===== config.mk =====
export PLATFORM = sky130hd
export DESIGN_NAME = ksa_param
export DESIGN_NICKNAME = d
export VERILOG_FILES = /design/src/rtl/arc4_pkg.sv /design/src/rtl/ksa_param.sv
export SDC_FILE = /design/constraint.sdc
export NUM_CORES = 1
export LEC_CHECK = 0
export CORE_UTILIZATION = 45
export CTS_CLUSTER_SIZE = 20
export DETAILED_ROUTE_END_ITERATION = 10
export PLACE_DENSITY = 0.68
export SLEW_MARGIN = 20
export SYNTH_ARGS = -nofsm -noshare
export SYNTH_HDL_FRONTEND = slang
export SYNTH_SLANG_ARGS = --single-unit

===== constraint.sdc =====
create_clock -name clk -period 4.8 [get_ports clk]
set_input_delay 0.96 -clock clk [delete_from_list [all_inputs] [get_ports clk]]
set_output_delay 0.96 -clock clk [all_outputs]
set_load 0.01 [all_outputs]

===== src/rtl/arc4_pkg.sv =====
// arc4_pkg: state encoding and default sizing shared by the ARC4 key-schedule logic.
package arc4_pkg;

    typedef enum logic [2:0] {IDLE, INIT, RD_I, RD_J, WR_J, WR_I} ksa_state_t;

    localparam int DEF_ADDR_W    = 8;
    localparam int DEF_KEY_BYTES = 3;

endpackage


===== src/rtl/ksa_param.sv =====
// ksa_param: ARC4 key-scheduling engine that permutes an external S-memory
// (one-cycle read latency) using a KEY_BYTES-long key.
module ksa_param
    import arc4_pkg::*;
#(
    parameter int ADDR_W    = DEF_ADDR_W,
    parameter int KEY_BYTES = DEF_KEY_BYTES
) (
    input  logic                   clk,
    input  logic                   rst_n,
    input  logic                   en,
    output logic                   rdy,
    input  logic                   init_first,
    input  logic [8*KEY_BYTES-1:0] key,
    output logic [ADDR_W-1:0]      addr,
    input  logic [7:0]             rddata,
    output logic [7:0]             wrdata,
    output logic                   wren
);

    localparam int KI_W = (KEY_BYTES > 1) ? $clog2(KEY_BYTES) : 1;
    localparam logic [ADDR_W:0]   LAST_I = (ADDR_W+1)'((1 << ADDR_W) - 1);
    localparam logic [KI_W-1:0]   LAST_K = KI_W'(KEY_BYTES - 1);

    ksa_state_t        r_state;
    logic [ADDR_W:0]   r_i;
    logic [ADDR_W-1:0] r_j;
    logic [KI_W-1:0]   r_kidx;
    logic [7:0]        r_key [KEY_BYTES];
    logic [7:0]        r_si;
    logic [7:0]        r_sj;
    logic [ADDR_W-1:0] w_jn;

    // Read data arrives in RD_J, so the j address must be formed combinationally from it.
    assign w_jn = r_j + rddata[ADDR_W-1:0] + r_key[r_kidx][ADDR_W-1:0];

    always_comb begin
        rdy    = (r_state == IDLE);
        wren   = (r_state == INIT) || (r_state == WR_J) || (r_state == WR_I);
        addr   = (r_state == RD_J) ? w_jn :
                 (r_state == WR_J) ? r_j :
                 (r_state == IDLE) ? '0 : r_i[ADDR_W-1:0];
        wrdata = (r_state == INIT) ? 8'(r_i) :
                 (r_state == WR_J) ? r_si :
                 (r_state == WR_I) ? r_sj : 8'h00;
    end

    always_ff @(posedge clk or negedge rst_n) begin
        if (!rst_n) begin
            r_state <= IDLE;
            r_i     <= '0;
            r_j     <= '0;
            r_kidx  <= '0;
            r_si    <= '0;
            r_sj    <= '0;
            for (int k = 0; k < KEY_BYTES; k++) r_key[k] <= '0;
        end else begin
            case (r_state)
                IDLE: if (en) begin
                    for (int k = 0; k < KEY_BYTES; k++) r_key[k] <= key[8*(KEY_BYTES-1-k) +: 8];
                    r_i     <= '0;
                    r_j     <= '0;
                    r_kidx  <= '0;
                    r_state <= init_first ? INIT : RD_I;
                end
                INIT: begin
                    r_i     <= (r_i == LAST_I) ? '0 : r_i + 1'b1;
                    r_state <= (r_i == LAST_I) ? RD_I : INIT;
                end
                RD_I: r_state <= RD_J;
                RD_J: begin
                    r_si    <= rddata;
                    r_j     <= w_jn;
                    r_state <= WR_J;
                end
                WR_J: begin
                    r_sj    <= rddata;
                    r_state <= WR_I;
                end
                WR_I: if (r_i == LAST_I) begin
                    r_state <= IDLE;
                end else begin
                    r_i     <= r_i + 1'b1;
                    r_kidx  <= (r_kidx == LAST_K) ? '0 : r_kidx + 1'b1;
                    r_state <= RD_I;
                end
                default: r_state <= IDLE;
            endcase
        end
    end

endmodule


==> metrics.json, run 1 <==
{
  "final_layout": {
    "number_of_nets_in_the_layout": 527,
    "drive_gt1_share_pct": 10.9,
    "antenna_cells": 0,
    "syn2layout_area_growth_pct": 23.2
  },
  "grt": {
    "grt_pass1_vias": 2940,
    "global_route.usage.total_pct": 22.5,
    "grt_start_max_net_pins": 35,
    "grt_overflow": 0,
    "number_of_antenna_violations_at_the_first_check_in_global_routing": 0,
    "grt_first_pass_wirelength_um": 14800
  },
  "placement": {
    "place_congestion": 0.841,
    "place.detailed.hpwl_um": 6160,
    "post-place-ws_ps": -224,
    "portBuffers": 53
  },
  "timing": {
    "maximum_operating_frequency_ghz": 0.213,
    "setup_viol": 0,
    "final_period_minus_worst_setup_slack_ps": 4690,
    "slew_headroom_pct": 42.9,
    "post-route-period-util_pct": 97.7,
    "timing.final.hold_violations": 0,
    "totalNegativeSetupSlack_ps": 0,
    "drv_slew": 0,
    "timing_worst_slew_pin_value_ps": 856,
    "worst_slack_ps": 113,
    "fin_skew_ps": 10.1
  },
  "floorplanning": {
    "fp-row-count": 32,
    "ios": 54,
    "floorplan.initialDensity_pct": 47.1,
    "chipHeight_um": 92.4,
    "fp.dieW_um": 92.4,
    "floorplan.die_area_um2": 8540,
    "design.core.area_um2": 7810
  },
  "worst_hold_path": {
    "hold_start": "r_key[5]$_DFFE_PN0P_",
    "holdPathEnd": "r_key[5]$_DFFE_PN0P_",
    "hold_path_depth": 2,
    "worst_hold_path_type": "flip-flop to flip-flop"
  },
  "setup_path": {
    "crit_slowest_cell": "fa_1",
    "critical-path-top-delay-family": "buffers and inverters",
    "timing.reg2reg.setup_slack_ps": 1970,
    "critical-path-top-cell-by-count": "clkdlybuf4s50_1",
    "worstRegToRegCells": 10,
    "crit-reg2reg-launch": "r_i[1]$_DFFE_PN0P_",
    "critPathKind": "input pin to output port",
    "cp-start-kind": "input pin",
    "cp_num_buf_inv": 2,
    "slowest_delay_ps": 560,
    "critical_path_required_ps": 3840,
    "crit_path_end_kind": "output port",
    "crit_fanout": 5,
    "critical_path.cell_chain": "clkdlybuf4s50_1, fa_1, ha_4, or3b_2, a31o_2, nand3_1, a221o_1, clkdlybuf4s50_1",
    "cp.arrival_ps": 3730,
    "critical_path.reg2reg.endpoint": "r_i[7]$_DFFE_PN0P_"
  },
  "pwr": {
    "p_per_area_nw_per_um2": 661,
    "power_leakage_nw": 2.10,
    "power.ir.vdd_worst_v": 0.000239
  },
  "yosys": {
    "part_of_the_yosys_area_used_for_sequential_elements_pct": 42.2,
    "synth-edff-count": 0,
    "yosysWarnings": 0,
    "synth_top_flop_cell": "dfrtp_1",
    "cell_type_contributing_the_most_total_cell_area_after_synthesis": "dfrtp_1",
    "ys_ff_latch": 62,
    "most_frequently_used_cell_type_in_the_post_synthesis_netlist": "nand2_1",
    "synthesis.nets": 473,
    "number_of_instances_in_the_synthesized_netlist": 420,
    "syn_area_um2": 3680,
    "syn-mean-instance-area_um2": 8.76,
    "leading_post_synthesis_cells_by_cell_area": "dfrtp_1 42%, nand2_1 13%, mux2i_1 4.9%",
    "synthDistinctLibCells": 53,
    "synth_async_sr_flop_share_pct": 100,
    "post-synth-top-area-fraction_pct": 42.2,
    "synth.top_cells.by_count": "130 x nand2_1, 62 x dfrtp_1, 26 x nor2_1"
  },
  "clock_network": {
    "cts_tree": "built",
    "worstSkewPairLatency_ps": 340,
    "htreeDepth": 3,
    "numCtsBuffers": 9,
    "clk_pin_slew_worst_paths_ps": 70,
    "numClockSinks": 62,
    "clock_path_buffers": 2,
    "ctsRootBufferMaster": "clkbuf_8"
  },
  "run_status": {
    "outcome": "completed"
  },
  "detailed_routing": {
    "postRouteAntennaNets": 0,
    "route.detailed.vias_per_inst": 5.28,
    "avgRoutedWirePerCell_um": 15.1,
    "route.final.wire_length_um": 8770,
    "num_vias": 3070,
    "drt-initial-drc-count": 196,
    "drc_errors": 0,
    "dr.pass1.iters": 5
  },
  "job": {
    "timing.max_cap.violations": 0
  }
}
state kept, by name (all words and copies together), names as in the netlist:
signal	cells
r_i	9
r_si	8
r_kidx	2
r_j	8
r_sj	8
r_key	24
r_state	3
cell usage in the layout (no fill, tap or decap), drive strengths merged, types with 5 or more instances in the layout:
cell type / instances
a221oi: 5
buf: 16
and3: 5
nor2: 27
fa: 8
xnor2: 6
o21ai: 28
nor2b: 6
mux2i: 18
dfrtp: 62
nand3: 8
clkbuf: 12
nand2b: 5
a21oi: 20
ha: 9
mux2: 10
inv: 11
clkdlybuf4s50: 47
nand2: 131
through the flow:
step,power (mW),hold slack [ps],utilization [%],instances,cell area [µm²]
after floorplan,1.99,445,-,420,3680
after global placement,2.42,458,54.9,564,4280
after detailed placement,2.47,463,54.9,564,4280
after CTS,2.96,480,57.5,580,4490
after global routing,3.25,502,58.1,581,4530
final,3.00,477,58.1,581,4530
worst reg2reg max path: cells and delay by family (launching register included):
kind | cells | cell delay (ps)
and+or+nand+nor | 4 | 710
AOI/OAI and AO/OA | 3 | 850
muxes | 1 | 150
adders and majority gates | 2 | 550
DFF | 1 | 460
final cells by class:
class | instances | area, µm²
Clock buffer | 12 | 155
Sequential cell | 62 | 1550
Clock inverter | 4 | 45.0
Fill cell | 706 | 3270
Multi-Input combinational cell | 322 | 1970
Inverter | 11 | 41.3
Timing Repair Buffer | 68 | 643
Tap cell | 102 | 128
routing by layer:
| metal | wire length [µm] | GRT usage [%] | part of all wire, % | up-vias |
|---|---|---|---|---|
| met3 | 411 | 4.11 | 4.7 | 13 |
| li1 | - | - | - | 1509 |
| met5 | 0 | 0 | 0 | - |
| met4 | 180 | 10.0 | 2.1 | 0 |
| met2 | 3950 | 33.1 | 45 | 87 |
| met1 | 4230 | 32.3 | 48 | 1461 |
worst max path at each step:
| stage | start | end | depth (start not counted) |
|---|---|---|---|
| after floorplan | rddata[1] | addr[7] | 9 |
| final | rddata[6] | addr[6] | 8 |
| after global placement | rddata[1] | addr[7] | 11 |
| after detailed placement | rddata[1] | addr[7] | 11 |
| after global routing | r_kidx[1]$_DFFE_PN0P_ | addr[6] | 10 |
| after CTS | r_kidx[1]$_DFFE_PN0P_ | addr[6] | 11 |
report_power, final:
| part | total, mW | switching, mW | internal [mW] |
|---|---|---|---|
| sequential | 0.918 | 0.185 | 0.733 |
| clock | 0.468 | 0.203 | 0.266 |
| combinational | 1.61 | 0.860 | 0.750 |
repair_timing:
action	4_1_cts	5_1_grt
resized for setup	4	8
cloned	0	0
hold buffers	0	0
endpoints found under the setup margin	2	4
buffers inserted	0	1
pin swaps	1	1
cells by family (layout without fill, tap and decap cells):
group,count (synthesis),after routing,share of synthesized area [%]
muxes,28,28,7.96
and+or+nand+nor,198,198,23.4
DFF,62,62,42.2
AOI/OAI and AO/OA,72,72,12.1
xor gates and xnor gates,7,7,1.67
adders and majority gates,17,17,7.41
buffers and inverters,36,95,5.27
No activity file was read; power rests on OpenSTA's default activity.
==> run 2: changes to the inputs <==
- HOLD_SLACK_MARGIN: not set -> 0.08
==> results of run 2 <==
No change in the layout: final DEF, timing and power equal those of run 1.
==> edit 1: new RTL, config.mk and constraints of run 1 <==
The 6 states of `ksa_state_t` get a one-hot encoding in 6 bits.
--- a/src/rtl/arc4_pkg.sv
+++ b/src/rtl/arc4_pkg.sv
@@ -2,5 +2,5 @@
 package arc4_pkg;
 
-    typedef enum logic [2:0] {IDLE, INIT, RD_I, RD_J, WR_J, WR_I} ksa_state_t;
+    typedef enum logic [5:0] {IDLE = 6'b000001, INIT = 6'b000010, RD_I = 6'b000100, RD_J = 6'b001000, WR_J = 6'b010000, WR_I = 6'b100000} ksa_state_t;
 
     localparam int DEF_ADDR_W    = 8;
Behaviour: same outputs for any inputs over 10 cycles, from zero or initial values and one cycle with rst_n low; not proved beyond that.
==> edit 1 against run 1 <==
- synthesized area shrank 2.6%
- synthesized cell count shrank 20%
- wire length shrank 2.4%
- sequential cell count is 3 higher
- first-iteration DRC count is 1.0% higher
- highest routed layer unchanged
- combinational power down 27%
- worst setup slack got worse by 0.044 ns
- core utilization down 0.16 points
- total power shrank 16%
- cell area fell by 1.3%
==> edit 1: results (changes against run 1) <==
{| class="wikitable"
! Metric !! Value
|-
| Outcome || finished, final reports clean (unchanged)
|-
| Worst setup path start || rddata[2] (was rddata[6])
|-
| Internal || 1.56 mW (was 1.75 mW)
|-
| Startpoint of the worst register-to-register path || r_kidx[1]$_DFFE_PN0P_ (was r_i[1]$_DFFE_PN0P_)
|-
| Post-placement setup slack || -0.0893 ns (was -0.224 ns)
|-
| Drt wl/cell || 17.0 µm (was 15.1 µm)
|-
| Maximum net fanout on the critical path || 3 (was 5)
|-
| Nets in the synthesized netlist || 388 (was 473)
|-
| GRT Resource Usage Total || 0.224 (was 0.225)
|-
| Synth cell types || 52 (was 53)
|-
| Worst Reg-to-Reg Cells || 11 (was 10)
|-
| Number of standard cells in the layout, taps in and fillers out || 503 (was 581)
|-
| Synth top area cells || sky130_fd_sc_hd__dfrtp_1 45%, sky130_fd_sc_hd__mux2_2 10%, sky130_fd_sc_hd__nand2_1 4.6% (was sky130_fd_sc_hd__dfrtp_1 42%, sky130_fd_sc_hd__nand2_1 13%, sky130_fd_sc_hd__mux2i_1 4.9%)
|-
| Standard cell with the maximum stage delay on the critical path || sky130_fd_sc_hd__clkdlybuf4s50_1 (was sky130_fd_sc_hd__fa_1)
|-
| Number of iterations in the first detailed-routing pass || 7 (was 5)
|-
| Slack of the worst reg-to-reg path || 1.74 ns (was 1.97 ns)
|-
| Maximum number of pins on one net before global-route repair || 66 (was 35)
|-
| Number of nets in the layout || 449 (was 527)
|-
| Vias in the first global route || 2806 (was 2940)
|-
| Detailed placer's ending HPWL || 5960 µm (was 6160 µm)
|-
| Share of layout cells above drive strength 1 || 0.197 (was 0.109)
|-
| Max IR drop VDD || 0.000290 V (was 0.000239 V)
|-
| Worst-case headroom to the max-slew limit || 0.314 (was 0.429)
|-
| Average size of a mapped cell || 10.7 µm² (was 8.76 µm²)
|-
| Vias per cell || 5.63 (was 5.28)
|-
| Capturing point of the worst reg2reg path || r_j[7]$_DFFE_PN0P_ (was r_i[7]$_DFFE_PN0P_)
|-
| Longest individual stage delay on the worst path || 0.53 ns (was 0.56 ns)
|}
[edit 1: routing by layer]
layer | vias to the layer above | GRT usage
met5 | - | 0
met4 | 0 | 0.0767
met3 | 8 | 0.0302
met2 | 72 | 0.364
li1 | 1336 | -
met1 | 1415 | 0.309
[edit 1: timing repair]
item                                    in CTS  in global routing
pin swaps                                    0                  3
resized for setup                            4                  5
setup buffers                                0                  3
cloned                                       0                  0
endpoints found under the setup margin       3                  4
[edit 1: logic make-up (layout without fill, tap and decap cells)]
family                   Yosys count  in the layout  share of synthesized area
AO/OA/AOI/OAI                     78             78                      0.159
XOR/XNOR                           5              5                     0.0122
adder cells (fa/ha/maj)           17             17                     0.0761
buffers and inverters             36            102                     0.0440
flip-flops                        65             65                      0.454
multiplexers                      42             42                      0.128
AND/OR/NAND/NOR                   92             92                      0.126
[edit 1: power by group through the flow]
| stage | logic, mW | registers [mW] | clock network, mW |
|---|---|---|---|
| 2_1_floorplan | 0.840 | 0.839 | 0 |
| 3_3_place_gp | 1.07 | 0.875 | 0 |
| 6_report | 1.17 | 0.879 | 0.476 |
| 5_1_grt | 1.30 | 0.910 | 0.507 |
| 3_5_place_dp | 1.09 | 0.887 | 0 |
| 4_1_cts | 1.12 | 0.878 | 0.487 |
[edit 1: worst min-delay path: cells and delay by family, from the launching register on]
kind             cells  cell delay, ns
flip-flops           1            0.36
AND/OR/NAND/NOR      2            0.10
[edit 1: final cells by class]
class	count	area, µm²
Tap cell	102	128
Timing Repair Buffer	66	624
Clock buffer	9	124
Sequential cell	65	1630
Clock inverter	7	77.6
Fill cell	665	3250
Multi-Input combinational cell	234	1820
Inverter	20	75.1
==> edit 2: new RTL, flow settings as in run 1 <==
Made on the original files. `DEF_KEY_BYTES`: 3 -> 5.
--- a/src/rtl/arc4_pkg.sv
+++ b/src/rtl/arc4_pkg.sv
@@ -5,5 +5,5 @@
 
     localparam int DEF_ADDR_W    = 8;
-    localparam int DEF_KEY_BYTES = 3;
+    localparam int DEF_KEY_BYTES = 5;
 
 endpackage
Interface: changed (resized key); port bits go from 54 to 70. No check against the original RTL was run, so the function may have changed too.
==> edit 2 against run 1 <==
- non-clock buffer count rose by 21
- cell area grew 22%
- wire length is 19% higher
- synthesized cell count down 1.4%
- synthesized area rose by 19%
- register-to-register slack lost 0.39 ns
- worst setup slack better by 0.10 ns
- critical path depth rose by 5
- count of clock-buffer cells in the layout fell by 3
- sequential cell count grew 17
- via count up 12%
Power is not compared: it rests on default switching activity, and its combinational part moved more than twofold at a synthesized area within 25%.
==> edit 2: results (changes against run 1) <==
{| class="wikitable"
! Metric !! Value
|-
| Outcome || finished, final reports clean (unchanged)
|-
| HP Start || r_si[1]$_DFFE_PN0P_ (was r_key[5]$_DFFE_PN0P_)
|-
| Drt wl/cell || 16.7 µm (was 15.1 µm)
|-
| Critical path start-end classification || reg -> out (was in -> out)
|-
| Synth top area cells || sky130_fd_sc_hd__dfrtp_1 45%, sky130_fd_sc_hd__mux2_2 12%, sky130_fd_sc_hd__nand2_1 4.4% (was sky130_fd_sc_hd__dfrtp_1 42%, sky130_fd_sc_hd__nand2_1 13%, sky130_fd_sc_hd__mux2i_1 4.9%)
|-
| Capturing point of the worst reg2reg path || r_j[5]$_DFFE_PN0P_ (was r_i[7]$_DFFE_PN0P_)
|-
| Clk pin slew, worst setup/hold paths || 0.09 ns (was 0.07 ns)
|-
| Met3 wire length || 714 µm (was 411 µm)
|-
| WHS || 0.489 ns (was 0.477 ns)
|-
| Via total after detailed routing || 3425 (was 3070)
|-
| Metal1 wirelength || 4570 µm (was 4230 µm)
|-
| Part of the Yosys area used for sequential elements || 0.450 (was 0.422)
|-
| Port-buffer cells || 69 (was 53)
|-
| Placed Instance Area || 5260 µm² (was 4280 µm²)
|-
| Kind of cell with the highest combined delay on the critical path || adder cells (was buffers and inverters)
|-
| Worst setup path endpoint || addr[7] (was addr[6])
|-
| Post-placement setup slack || -0.401 ns (was -0.224 ns)
|-
| Worst Reg-to-Reg Cells || 16 (was 10)
|-
| Cell count after placement || 606 (was 564)
|-
| Average size of a mapped cell || 10.6 µm² (was 8.76 µm²)
|-
| Crit path arrival time || 3.62 ns (was 3.73 ns)
|-
| Maximum number of pins on one net before global-route repair || 80 (was 35)
|-
| Top Registers || r_key x40, r_i x9 (was r_key x24, r_i x9)
|-
| Startpoint of the worst register-to-register path || r_kidx[0]$_DFFE_PN0P_ (was r_i[1]$_DFFE_PN0P_)
|-
| Met1 capacity usage during global routing || 0.299 (was 0.323)
|-
| Detailed placer's ending HPWL || 7430 µm (was 6160 µm)
|-
| Routing usage on met2 || 0.360 (was 0.331)
|-
| Number of iterations in the first detailed-routing pass || 4 (was 5)
|-
| Global routing usage on met3 || 0.0437 (was 0.0411)
|-
| Nets in the synthesized netlist || 485 (was 473)
|}
-- edit 2: cell count changes after synthesis, sizes merged, moves of 5 or more --
cell   before  now
a21oi      20   14
a31oi       2    7
dfrtp      62   79
inv        11   22
mux2       10   50
mux2i      18   10
mux4        0    7
nand2     131   52
-- edit 2: what timing repair did --
item,CTS,global route
endpoints found under the hold margin,0,0
pin swaps,1,4
buffers inserted,1,1
setup endpoints to repair,5,4
resized for setup,15,17
-- edit 2: final cells by class --
type	instances	area [µm²]	share of cell area
multi-input combinational	289	2280	0.412
timing repair buffer	89	833	0.150
inverter	22	82.6	0.0149
clock buffer	9	124	0.0224
sequential	79	1980	0.357
clock inverter	7	80.1	0.0145
tap	129	161	0.0291
-- edit 2: logic make-up after synthesis --
family | synth area share
simple gates | 0.125
xor+xnor | 0.00996
flops | 0.450
buf+inv | 0.0475
fa+ha+maj | 0.0677
compound gates | 0.114
mux | 0.187
